## src/rtl/flicky_input_cond.sv

```systemverilog
// Player-control conditioning: sync + debounce raw requests, latch player bits once
// per frame, and turn queued coin requests into frame-timed active-low pulses.
module flicky_input_cond #(
    parameter int unsigned DEB_CYCLES      = 480000,
    parameter int unsigned DEB_W           = 20,
    parameter int unsigned COIN_FRAMES     = 3,
    parameter int unsigned COIN_GAP_FRAMES = 3
) (
    input  logic       clk48M,
    input  logic       reset,
    input  logic       vblank,
    input  logic [8:0] raw_in,
    output logic [7:0] INP0,
    output logic [7:0] INP1,
    output logic [7:0] INP2,
    output logic [7:0] coin_total,
    output logic [3:0] coin_pending
);

    localparam int unsigned N_IN     = 9;
    localparam int unsigned FCNT_W   = 8;
    localparam int unsigned PEND_MAX = 15;

    typedef enum logic [1:0] {
        ST_IDLE  = 2'd0,
        ST_PULSE = 2'd1,
        ST_GAP   = 2'd2
    } coin_st_e;

    logic [N_IN-1:0]             raw_s1_q, raw_s2_q;
    logic                        vb_s1_q, vb_s2_q, vb_prev_q;
    logic [N_IN-1:0]             stable_q, stable_d;
    logic [N_IN-1:0][DEB_W-1:0]  deb_cnt_q, deb_cnt_d;
    logic [7:0]                  lat_q, lat_d;
    logic                        coin_act_q, coin_act_d;
    coin_st_e                    state_q, state_d;
    logic [FCNT_W-1:0]           fcnt_q, fcnt_d;
    logic [7:0]                  total_q, total_d;
    logic [3:0]                  pend_q, pend_d;
    logic                        vb_rise_c, coin_inc_c, coin_dec_c;

    assign vb_rise_c  = vb_s2_q & ~vb_prev_q;
    assign coin_inc_c = stable_d[8] & ~stable_q[8];

    // Per-bit debounce: a new level must persist DEB_CYCLES consecutive synced samples.
    always_comb begin
        stable_d  = stable_q;
        deb_cnt_d = deb_cnt_q;
        for (int unsigned i = 0; i < N_IN; i++) begin
            if (raw_s2_q[i] == stable_q[i]) begin
                deb_cnt_d[i] = '0;
            end else if (deb_cnt_q[i] == DEB_W'(DEB_CYCLES - 1)) begin
                stable_d[i]  = ~stable_q[i];
                deb_cnt_d[i] = '0;
            end else begin
                deb_cnt_d[i] = deb_cnt_q[i] + DEB_W'(1);
            end
        end
    end

    always_ff @(posedge clk48M) begin
        if (reset) begin
            raw_s1_q  <= '0;
            raw_s2_q  <= '0;
            vb_s1_q   <= 1'b0;
            vb_s2_q   <= 1'b0;
            vb_prev_q <= 1'b0;
            stable_q  <= '0;
            deb_cnt_q <= '0;
        end else begin
            raw_s1_q  <= raw_in;
            raw_s2_q  <= raw_s1_q;
            vb_s1_q   <= vblank;
            vb_s2_q   <= vb_s1_q;
            vb_prev_q <= vb_s2_q;
            stable_q  <= stable_d;
            deb_cnt_q <= deb_cnt_d;
        end
    end

    // Frame latch, coin pulse sequencer and coin queue; everything moves only on vb_rise
    // except the queue, which accepts presses at any time.
    always_comb begin
        state_d    = state_q;
        fcnt_d     = fcnt_q;
        coin_act_d = coin_act_q;
        total_d    = total_q;
        pend_d     = pend_q;
        lat_d      = lat_q;
        coin_dec_c = 1'b0;

        if (vb_rise_c) begin
            lat_d = stable_q[7:0];
            case (state_q)
                ST_IDLE: begin
                    if ((pend_q != 4'd0) || coin_inc_c) begin
                        state_d    = ST_PULSE;
                        fcnt_d     = '0;
                        coin_act_d = 1'b1;
                        total_d    = total_q + 8'd1;
                        coin_dec_c = 1'b1;
                    end
                end
                ST_PULSE: begin
                    if (fcnt_q == FCNT_W'(COIN_FRAMES - 1)) begin
                        state_d    = ST_GAP;
                        fcnt_d     = '0;
                        coin_act_d = 1'b0;
                    end else begin
                        fcnt_d = fcnt_q + FCNT_W'(1);
                    end
                end
                ST_GAP: begin
                    if (fcnt_q == FCNT_W'(COIN_GAP_FRAMES - 1)) begin
                        state_d = ST_IDLE;
                        fcnt_d  = '0;
                    end else begin
                        fcnt_d = fcnt_q + FCNT_W'(1);
                    end
                end
                default: state_d = ST_IDLE;
            endcase
        end

        // Simultaneous enqueue and issue cancel out; a full queue drops new presses.
        if (coin_inc_c && !coin_dec_c) begin
            if (pend_q != 4'(PEND_MAX)) begin
                pend_d = pend_q + 4'd1;
            end
        end else if (coin_dec_c && !coin_inc_c) begin
            pend_d = pend_q - 4'd1;
        end
    end

    always_ff @(posedge clk48M) begin
        if (reset) begin
            state_q    <= ST_IDLE;
            fcnt_q     <= '0;
            coin_act_q <= 1'b0;
            total_q    <= '0;
            pend_q     <= '0;
            lat_q      <= '0;
        end else begin
            state_q    <= state_d;
            fcnt_q     <= fcnt_d;
            coin_act_q <= coin_act_d;
            total_q    <= total_d;
            pend_q     <= pend_d;
            lat_q      <= lat_d;
        end
    end

    assign INP0         = ~{lat_q[0], lat_q[1], 3'b000, lat_q[2], 2'b00};
    assign INP1         = ~{lat_q[3], lat_q[4], 3'b000, lat_q[5], 2'b00};
    assign INP2         = ~{2'b00, lat_q[7], lat_q[6], 3'b000, coin_act_q};
    assign coin_total   = total_q;
    assign coin_pending = pend_q;

endmodule

```

## config.mk

```make
export PLATFORM = sky130hd
export DESIGN_NAME = flicky_input_cond
export DESIGN_NICKNAME = d
export VERILOG_FILES = /design/src/rtl/flicky_input_cond.sv
export SDC_FILE = /design/constraint.sdc
export NUM_CORES = 1
export LEC_CHECK = 0
export BUFFER_PORTS_ARGS = -buffer_cell sky130_fd_sc_hd__buf_4
export CAP_MARGIN = 20
export CORE_ASPECT_RATIO = 0.7
export CORE_UTILIZATION = 25
export CTS_CLUSTER_SIZE = 8
export DETAILED_ROUTE_END_ITERATION = 10
export SYNTH_ARGS = -nofsm -noshare
export SYNTH_HDL_FRONTEND = slang
export SYNTH_SLANG_ARGS = --single-unit
```

## constraint.sdc

```tcl
create_clock -name clk48M -period 8.52 [get_ports clk48M]
set_input_delay 0 -clock clk48M [delete_from_list [all_inputs] [get_ports clk48M]]
set_output_delay 0 -clock clk48M [all_outputs]
set_load 0.02 [all_outputs]
```

==> out/metrics.csv <==
metric,value,unit
Inserted Diodes,0,
Flop pwr share,47.4,%
Clock Root Buffer,clkbuf_16,
Setup Skew,0.0218,ns
Worst Max-Slew Pin Slew,1.01,ns
Core Footprint,0.0411,sq mm
GR Overflow Total,0,
setup TNS after final layout,0,ns
mapped cell area,0.0105,sq mm
Main synth FF type,dfxtp_1,
Top Ports,48,
most frequent cells in the layout,"241 x dfxtp_1, 232 x nor2_1, 90 x nand2_1, 85 x xnor2_1, 83 x xor2_1",
vias,7818,
clock slew at reported path FFs,0.05,ns
Net Sw Power,503,uW
# rows,62,
post-synth top area share,46.1,%
most used routing layer in global routing,met2,
Vias/cell,4.34,
initial antenna violation count,0,
"commonest non-fill, non-tap cell in the layout",dfxtp_1,
final setup fails,0,
share of cells above drive strength 1,6.84,%
number of global-route vias before repair,7339,
die span in y,173,microns
DR pass1 iterations,5,
Final min period,2.82,ns
DP HPWL,13600,microns
Final nets,1286,
clk sinks,241,
Synth Warn #,0,
Synth cell types,52,
worst hold path type,input pin to flip-flop,
Die X,247,microns
total power draw,2400,uW
Setup Crit Path Kind,flip-flop to flip-flop,
Slew HR,31.8,%
Pwr Density,196,mW/mm^2
Max Clock Freq,354,MHz
GR Layer Usage met2,14.0,%
CTS tree,yes,
clock network fraction of total power,51.0,%
Post-CTS Resized,0,
Net Sw Frac,20.9,%
fin crit share,33.1,%
"Cell Chain, Critical Path",or4_1 > or2_0 > nor3_1 > nand2_1 > ha_1 > a21o_1 > a21oi_1 > nor2b_1 > mux2i_1 > mux2_2,
Critical Path AT,3.21,ns
Initial DRC Count,400,
TritonCTS buffer count,36,
"Largest delay share family, worst path",simple AND/OR/NAND/NOR gates,
Synth Instances,1211,
run status,"complete, no violations",
"Hold Vio Cnt, Final",0,
global placement routability congestion,0.785,
CP endpoint kind,flip-flop,
combinational share of power,1.6,%
"Seq/Total Area, Yosys",46.1,%
Initial Utilization,25.5,%
CP Launch Type,flip-flop,
Pins Over Slew Limit,0,
CP peak stage delay,0.56,ns
leakage,0.00392,uW
Worst EP required,8.91,ns
H-Tree Depth,2,
GRT Util Overall,9.57,%
Final ANT Viol Nets,0,
largest net degree at the start of global routing,67,
drt drc,0,
GRT met1 Usage,13.8,%
cell-internal power,1900,uW
post-CTS setup buffer count,0,
worst skew pair latency,0.51,ns
most area-hungry cell type in the Yosys netlist,dfxtp_1,
DR WL/cell,11.2,microns
peak supply drop,0.116,mV
synth top area cells,"dfxtp_1 46%, nor2_1 8.3%, xnor2_1 7.1%",
Max-Cap Viols,0,
M3 GR Usage,2.19,%
Post-synth EDFFs,0,
P&R area growth vs syn,17.0,%
WL final,20100,microns
WP buf/inv,0,
full die area,0.0427,sq mm
unrepaired setup endpoints after global routing,false,
Crit-path slowest cell,or4_1,
Buffers on Ports,32,
first-pass GRT wire length,34700,microns
syn_area_per_cell,8.64,sq um
asr flop ratio synth,0,%
worst-case clock buffer depth,3,
crit-path max FO,6,
#FFs+latches synth,241,
==> synthesized netlist by cell type, drive strengths merged (3+ instances only) <==
cell type  count
dfxtp        241
nor2         232
nand2         90
xnor2         85
xor2          83
nand3         72
inv           47
nor3          34
nand4         32
clkbuf        29
nor2b         29
a21oi         24
buf           22
and3          20
ha            18
nor4          18
o21ai         18
and4          16
or3           14
mux2i         13
and2          11
or4            9
or2            7
nand3b         4
nor4b          4
o211ai         4
o31ai          4
or4b           4
a21o           3
o41ai          3
==> logic make-up after synthesis <==
group           share of synthesized area [%]
simple gates                             27.8
flops                                    46.1
xor+xnor                                 14.1
buf+inv                                  4.10
compound gates                           4.06
fa+ha+maj                                2.34
mux                                      1.46
other cells                            0.0358
==> layout make-up <==
class | count | area [sq um]
clock inverter | 3 | 32.5
inverter | 47 | 176
multi-input combinational | 886 | 5270
timing repair buffer | 43 | 348
sequential | 241 | 4820
tap | 544 | 681
fill | 4322 | 28900
clock buffer | 37 | 915
==> power groups by stage <==
stage	combinational [uW]	clock [uW]	sequential, uW
2_1_floorplan	30.8	0	1160
3_3_place_gp	34.9	0	1160
3_5_place_dp	35.1	0	1160
4_1_cts	38.9	1270	1140
5_1_grt	42.5	1320	1140
6_report	38.1	1230	1140
==> through the flow <==
stage | cells | setup WS, ns | utilization (%) | hold slack (ns) | area (sq um)
2_1_floorplan | 1225 | 5.83 | - | 0.128 | 10500
3_3_place_gp | 1750 | 5.67 | 27.2 | 0.221 | 11200
3_5_place_dp | 1751 | 5.68 | 27.2 | 0.221 | 11200
4_1_cts | 1801 | 5.68 | 29.8 | 0.00980 | 12200
5_1_grt | 1801 | 5.42 | 29.8 | 0.0443 | 12200
6_report | 1801 | 5.70 | 29.8 | 0.00936 | 12200
==> worst reg2reg max path, cell delays in order (launching register included) <==
cell	delay, ns
dfxtp_1	0.34
or4_1	0.56
or2_0	0.31
nor3_1	0.20
nand2_1	0.13
ha_1	0.29
a21o_1	0.18
a21oi_1	0.16
nor2b_1	0.07
mux2i_1	0.14
mux2_2	0.34
==> layer usage <==
layer | vias to the layer above | wire length [microns] | share of wire, %
met2 | 86 | 8190 | 41
met5 | - | 0 | 0
met1 | 3601 | 10700 | 53
li1 | 4094 | - | -
met3 | 37 | 738 | 3.7
met4 | 0 | 439 | 2.2
==> path summary, 6_finish.rpt <==
check	slack, ns	endpoint	cells past startpoint	from
worst max-delay path	5.70	coin_pending[3]	10	deb_cnt_q[175]
worst min-delay path	0.009	raw_s1_q[6]	2	reset
worst max register to register	5.70	coin_pending[3]	10	deb_cnt_q[175]
worst min register to register	0.43	deb_cnt_q[160]	1	deb_cnt_q[160]
==> registers in the layout, summed over array words and instances, names as in the netlist <==
register	flops
vb_prev_q	1
vb_s2_q	1
fcnt_q	8
raw_s2_q	9
raw_s1_q	9
vb_s1_q	1
lat_q	8
coin_pending	4
coin_act_q	1
state_q	2
stable_q	9
coin_total	8
deb_cnt_q	180
==> what timing repair did <==
item                                    in CTS  in global routing
endpoints found under the setup margin       0                  0
endpoints found under the hold margin       10                  0
hold buffers                                10                  0
Power figures use the tool's default switching activity.
